==> src/rtl/cpu_defs.sv <==
// Shared definitions for the fetch front end: word width, fetch FSM states
// and helpers for the cache address split.
package cpu_defs;

    localparam int XLEN = 32;

    typedef enum logic [1:0] {
        ST_LOOKUP = 2'd0,
        ST_REFILL = 2'd1,
        ST_BUBBLE = 2'd2
    } fetch_state_t;

    localparam logic [XLEN-1:0] NOP = 32'h0000_0013;

    // Byte-offset bits within a line, and line-index bits.
    function automatic int off_bits(input int line_words);
        return 2 + $clog2(line_words);
    endfunction

    function automatic int idx_bits(input int cache_lines);
        return $clog2(cache_lines);
    endfunction

endpackage

==> src/rtl/ifetch_queue.sv <==
// Instruction queue between the fetch cache and the decoder: power-of-2 FIFO
// holding {instruction, pc} pairs, cleared in one cycle on flush.
module ifetch_queue
    import cpu_defs::*;
#(
    parameter int DEPTH = 8
) (
    input  logic            clk,
    input  logic            rst,
    input  logic            flush,
    input  logic            push,
    input  logic [XLEN-1:0] push_ins,
    input  logic [XLEN-1:0] push_pc,
    input  logic            pop,
    output logic            full,
    output logic            empty,
    output logic [XLEN-1:0] head_ins,
    output logic [XLEN-1:0] head_pc
);

    localparam int AW = $clog2(DEPTH);

    // The extra MSB tells a full queue apart from an empty one.
    logic [AW:0]     wr_ptr;
    logic [AW:0]     rd_ptr;
    logic [XLEN-1:0] ins_mem [DEPTH];
    logic [XLEN-1:0] pc_mem  [DEPTH];

    always_ff @(posedge clk) begin
        if (rst || flush) begin
            wr_ptr <= '0;
            rd_ptr <= '0;
        end else begin
            if (push) wr_ptr <= wr_ptr + 1'b1;
            if (pop)  rd_ptr <= rd_ptr + 1'b1;
        end
    end

    always_ff @(posedge clk) begin
        if (push && !flush) begin
            ins_mem[wr_ptr[AW-1:0]] <= push_ins;
            pc_mem[wr_ptr[AW-1:0]]  <= push_pc;
        end
    end

    assign empty    = (wr_ptr == rd_ptr);
    assign full     = (wr_ptr[AW] != rd_ptr[AW]) && (wr_ptr[AW-1:0] == rd_ptr[AW-1:0]);
    assign head_ins = empty ? '0 : ins_mem[rd_ptr[AW-1:0]];
    assign head_pc  = empty ? '0 : pc_mem[rd_ptr[AW-1:0]];

endmodule

==> src/rtl/ifetch_line_cache.sv <==
// Instruction fetch unit: direct-mapped I-cache with whole-line byte-serial
// refill over the shared 8-bit bus, feeding the decoder through ifetch_queue.
module ifetch_line_cache
    import cpu_defs::*;
#(
    parameter int QUEUE_DEPTH = 8,
    parameter int CACHE_LINES = 16,
    parameter int LINE_WORDS  = 4,
    parameter int ADDR_BITS   = 17
) (
    input  logic        clk_in,
    input  logic        rst_in,
    input  logic        rdy_in,
    input  logic        flush_in,
    input  logic [31:0] flush_pc_in,
    input  logic        mem_busy_in,
    input  logic [7:0]  mem_din,
    output logic [31:0] mem_a,
    output logic        mem_wr,
    output logic        dec_valid_out,
    input  logic        dec_ready_in,
    output logic [31:0] dec_ins_out,
    output logic [31:0] dec_pc_out
);

    localparam int OFF        = off_bits(LINE_WORDS);
    localparam int IDX        = idx_bits(CACHE_LINES);
    localparam int TAG_W      = ADDR_BITS - OFF - IDX;
    localparam int LINE_BYTES = 4 * LINE_WORDS;
    localparam int LINE_W     = 8 * LINE_BYTES;
    localparam int FW         = IDX + OFF - 2;
    localparam int CNT_W      = $clog2(LINE_BYTES) + 1;

    localparam logic [CNT_W-1:0] LAST_CNT      = CNT_W'(LINE_BYTES);
    localparam logic [CNT_W-1:0] LAST_ADDR_CNT = CNT_W'(LINE_BYTES - 1);
    localparam logic [XLEN-1:0]  LINE_MASK     = ~XLEN'(LINE_BYTES - 1);

    fetch_state_t state;
    fetch_state_t next_state;

    logic [XLEN-1:0]        pc;
    logic [CNT_W-1:0]       cnt;
    logic [IDX-1:0]         fill_idx;
    logic [TAG_W-1:0]       fill_tag;
    logic [LINE_W-9:0]      line_buf;
    logic [LINE_W-1:0]      new_line;
    logic [CACHE_LINES-1:0] line_valid;
    logic [TAG_W-1:0]       tag_arr  [CACHE_LINES];
    logic [XLEN-1:0]        data_arr [CACHE_LINES*LINE_WORDS];

    logic [IDX-1:0]   pc_idx;
    logic [TAG_W-1:0] pc_tag;
    logic [FW-1:0]    pc_word;
    logic             hit;
    logic             pop;
    logic             can_push;
    logic             q_full;
    logic             q_empty;
    logic             do_push;
    logic             start_refill;
    logic             refill_step;
    logic             install;

    assign pc_idx   = pc[OFF+IDX-1:OFF];
    assign pc_tag   = pc[ADDR_BITS-1:OFF+IDX];
    assign pc_word  = pc[OFF+IDX-1:2];
    assign hit      = line_valid[pc_idx] && (tag_arr[pc_idx] == pc_tag);
    assign pop      = rdy_in && !q_empty && dec_ready_in;
    // A pop in the same cycle frees the slot a full queue needs.
    assign can_push = !q_full || pop;
    assign new_line = {mem_din, line_buf};

    always_ff @(posedge clk_in) begin
        if (rst_in)      state <= ST_LOOKUP;
        else if (rdy_in) state <= next_state;
    end

    always_comb begin
        next_state = state;
        if (flush_in) begin
            next_state = ST_LOOKUP;
        end else begin
            case (state)
                ST_LOOKUP: if (start_refill) next_state = ST_REFILL;
                ST_REFILL: begin
                    if (mem_busy_in)  next_state = ST_BUBBLE;
                    else if (install) next_state = ST_LOOKUP;
                end
                ST_BUBBLE: if (!mem_busy_in) next_state = ST_LOOKUP;
                default:   next_state = ST_LOOKUP;
            endcase
        end
    end

    always_comb begin
        do_push      = 1'b0;
        start_refill = 1'b0;
        refill_step  = 1'b0;
        install      = 1'b0;
        if (rdy_in && !flush_in) begin
            case (state)
                ST_LOOKUP: begin
                    if (can_push) begin
                        if (hit)               do_push      = 1'b1;
                        else if (!mem_busy_in) start_refill = 1'b1;
                    end
                end
                ST_REFILL: begin
                    if (!mem_busy_in) begin
                        refill_step = 1'b1;
                        install     = (cnt == LAST_CNT);
                    end
                end
                default: ;
            endcase
        end
    end

    // cnt k means address base+k is on the bus and byte k-1 is on mem_din.
    always_ff @(posedge clk_in) begin
        if (rst_in) begin
            pc         <= '0;
            mem_a      <= '0;
            cnt        <= '0;
            line_valid <= '0;
        end else if (rdy_in) begin
            if (flush_in)     pc <= flush_pc_in & ~32'h3;
            else if (do_push) pc <= pc + 32'd4;
            if (start_refill) begin
                mem_a <= pc & LINE_MASK;
                cnt   <= '0;
            end
            if (refill_step) begin
                cnt <= cnt + 1'b1;
                if (cnt < LAST_ADDR_CNT) mem_a <= mem_a + 32'd1;
                if (install) line_valid[fill_idx] <= 1'b1;
            end
        end
    end

    always_ff @(posedge clk_in) begin
        if (start_refill) begin
            fill_idx <= pc_idx;
            fill_tag <= pc_tag;
        end
        if (refill_step && cnt != '0) line_buf <= {mem_din, line_buf[LINE_W-9:8]};
        if (install) begin
            tag_arr[fill_idx] <= fill_tag;
            for (int w = 0; w < LINE_WORDS; w++) begin
                data_arr[FW'(int'(fill_idx) * LINE_WORDS + w)] <= new_line[w*32 +: 32];
            end
        end
    end

    ifetch_queue #(
        .DEPTH(QUEUE_DEPTH)
    ) u_queue (
        .clk      (clk_in),
        .rst      (rst_in),
        .flush    (rdy_in && flush_in),
        .push     (do_push),
        .push_ins (data_arr[pc_word]),
        .push_pc  (pc),
        .pop      (pop),
        .full     (q_full),
        .empty    (q_empty),
        .head_ins (dec_ins_out),
        .head_pc  (dec_pc_out)
    );

    assign dec_valid_out = !q_empty;
    assign mem_wr        = 1'b0;

endmodule

==> config.mk <==
export PLATFORM = sky130hd
export DESIGN_NAME = ifetch_line_cache
export DESIGN_NICKNAME = d
export VERILOG_FILES = /design/src/rtl/cpu_defs.sv /design/src/rtl/ifetch_queue.sv /design/src/rtl/ifetch_line_cache.sv
export SDC_FILE = /design/constraint.sdc
export NUM_CORES = 2
export LEC_CHECK = 0
export CORE_UTILIZATION = 30
export DETAILED_ROUTE_END_ITERATION = 7
export GPL_ROUTABILITY_DRIVEN = 0
export GPL_TIMING_DRIVEN = 0
export MAX_ROUTING_LAYER = met4
export PLACE_DENSITY = 0.47
export SYNTH_ARGS = -nofsm -noshare
export SYNTH_HDL_FRONTEND = slang
export SYNTH_SLANG_ARGS = --single-unit
==> constraint.sdc <==
create_clock -name clk_in -period 14.7 [get_ports clk_in]
set_input_delay 2.94 -clock clk_in [delete_from_list [all_inputs] [get_ports clk_in]]
set_output_delay 2.94 -clock clk_in [all_outputs]
set_load 0.05 [all_outputs]
==> flow_summary.ini <==
[final_layout]
final_core_util = 0.357
nNetsFinal = 5535
drive_gt1_frac = 0.277
multi_input_area_sq_um = 23800
syn_to_final_growth_pct = 18.2
n_fill_cell = 34000
seq_area_sq_um = 86800

[clocking]
cts-root-buf = clkbuf_16
holdBufCountCts = 0
postCtsSetupBuffers = 0
cts.reportedPaths.clkPinSlew_ns = 0.06
clkLatencyLatePin_ns = 0.89
clk_path_buf_depth = 4
cts_tree = yes
cts-buffers-inserted = 315
ctsResizeCount = 0
cts.sinks = 2923
cts_htree_levels = 5

[global_routing]
grt_antenna_before_repair = 17
grt_pass1_vias = 55100
grt_max_degree = 54
gr-usage-all-layers = 0.184
grt_pass1_wl_mm = 462
overflow = 0

[route]
drtIter0Drc = 6374
ant_nets = 0
wl_per_cell_um = 31.7
first_pass_iters = 6
vias = 55000
vias_per_cell = 5.16
wirelength_mm = 338
drc = 0

[critical_path]
end_kind = primary output
cp-start-kind = register
crit_required_ns = 11.76
worstPathArrival_ns = 4.98
worstPathMaxFanout = 10
criticalPathCategory = reg2out

[die]
fp.coreArea_sq_um = 369000
num_io_pins = 144
dieWidth_um = 612
start_util = 0.302
num_rows = 223
dieArea_sq_um = 374000
die_h_um = 612

[logic_synthesis]
yosys_most_used_dff = edfxtp_1
synth_compound_area_frac = 0.0132
synthTopCellsByCount = edfxtp_1 (2,821), mux4_2 (816), nor2_1 (194)
synth_xor_area_frac = 0.00126
synth-edff-count = 2821
synth_top_cell_area_share = 0.760
syn_inst = 4855
postSynthAreaPerCell_sq_um = 23.0
syn_area_sq_um = 112000
ys_ff_latch = 2923
async_reset_ff_frac = 0
synth_mux_area_frac = 0.177
synth_cell_types = 75
yosysSeqAreaShare = 0.778
synthTopCellsByArea = edfxtp_1 (76%), mux4_2 (16%), dfxtp_1 (1.8%), mux2i_1 (1.1%), nor2_1 (0.65%)
yosysWarnings = 0
synth_top_family_by_area = multiplexers
synthAdderAreaFrac = 0.000673
yosysMostFrequentCell = edfxtp_1
synth_simple_gate_area_share = 0.0191
yosys.area.top_type = edfxtp_1

[worst_hold_path]
hp-class = reg2reg

[sta]
skew_ns = 0.0591
final.setup.tns_ns = 0
slew_headroom = 0.00953
holdWs_ns = 0.468
tightest_slew_ns = 1.49
fin_crit_ns = 7.92
setup_slack_ns = 6.78
finalSetupViolations = 0
final_hold_viol_count = 0
period_share = 0.539
rsz0062_at_grt = no
max_freq_ghz = 0.126
drv_slew = 0

[pwr]
peakVddDrop_mv = 0.0852
p_leak_nw = 39.4
power.density_nw_per_um2 = 131

[job]
maxCapViolCount = 0

[place]
dpl.hpwl_mm = 216
numPortBuffers = 137
place_ws_ns = 6.64

[status]
status = finished, final reports clean
## state kept, by name, indices dropped and copies added (netlist names), named ones only
register	count
u_queue.ins_mem	256
line_buf	120
u_queue.pc_mem	240
fill_tag	9
data_arr	2048
line_valid	16
u_queue.wr_ptr	4
tag_arr	144
fill_idx	4
state	2
pc	30
cnt	5
mem_a	32
u_queue.rd_ptr	4
## worst max-delay path, cell delays in order (launching register included)
cell and delay [ns]:
dfxtp_1 0.31, clkbuf_1 0.46, buf_1 0.69, buf_1 0.84, mux4_2 0.37, mux2i_1 0.07
nor2_1 0.34, clkdlybuf4s50_1 1.04
## through the flow
| step | cells | total power [W] | instance area [sq um] |
|---|---|---|---|
| global placement | 9944 | 0.00985 | 119000 |
| global route | 10700 | 0.0177 | 132000 |
| CTS | 10700 | 0.0174 | 132000 |
| detailed placement | 10100 | 0.00986 | 122000 |
| floorplan | 4857 | 0.00955 | 112000 |
| finish | 10700 | 0.0173 | 132000 |
## cells in the final DEF (no fill, tap or decap), drive strengths merged, types with 11 or more instances in the layout
| master | count |
|---|---|
| and3 | 13 |
| bufinv | 20 |
| nand4 | 13 |
| clkbuf | 560 |
| a31oi | 15 |
| clkdlybuf4s50 | 137 |
| or3 | 11 |
| buf | 275 |
| mux2 | 19 |
| nor3 | 37 |
| nor2 | 194 |
| clkinv | 114 |
| edfxtp | 2821 |
| inv | 26 |
| nand2 | 88 |
| a21oi | 47 |
| mux4 | 816 |
| dfxtp | 102 |
| o21ai | 42 |
| nand3 | 37 |
| mux2i | 120 |
## final timing paths
kind	slack, ns	startpoint	endpoint	depth (start not counted)
worst max-delay path	6.78	register	dec_ins_out[9]	7
worst min-delay path	0.47	line_valid[8]	line_valid[8]	2
worst max register to register	8.88	register	u_queue.ins_mem[5][27]	10
worst min register to register	0.47	line_valid[8]	line_valid[8]	2
## layer usage
layer / vias to the layer above / GRT usage / part of all wire
met2: 2126 / 0.286 / 0.47
met3: 435 / 0.0247 / 0.063
met4: 0 / 0.0365 / 0.020
li1: 21900 / - / -
met1: 30500 / 0.259 / 0.44
met5: - / - / 0
## cell type report
class	instances	area share
Buffer	264	0.00908
Inverter	23	0.000674
Clock buffer	399	0.0633
Multi-Input combinational cell	1647	0.181
Tap cell	4950	0.0470
Sequential cell	2923	0.658
Clock inverter	141	0.00961
Antenna cell	5	0.0000949
Timing Repair Buffer	309	0.0317
## report_power, final
group	switching, W	internal, W	leakage, nW
Sequential	0.0000339	0.00906	26.3
Clock	0.00323	0.00436	4.68
Combinational	0.000377	0.000211	8.38
## logic make-up (layout without fill, tap and decap cells)
| group | Yosys count | in the layout |
|---|---|---|
| AOI/OAI and AO/OA | 211 | 211 |
| xor gates and xnor gates | 16 | 16 |
| adders and majority gates | 6 | 6 |
| buffers and inverters | 287 | 1136 |
| DFF | 2923 | 2923 |
| muxes | 955 | 955 |
| other | 1 | 8 |
| and+or+nand+nor | 456 | 456 |
Note: power is estimated with default switching activity, not from simulation.
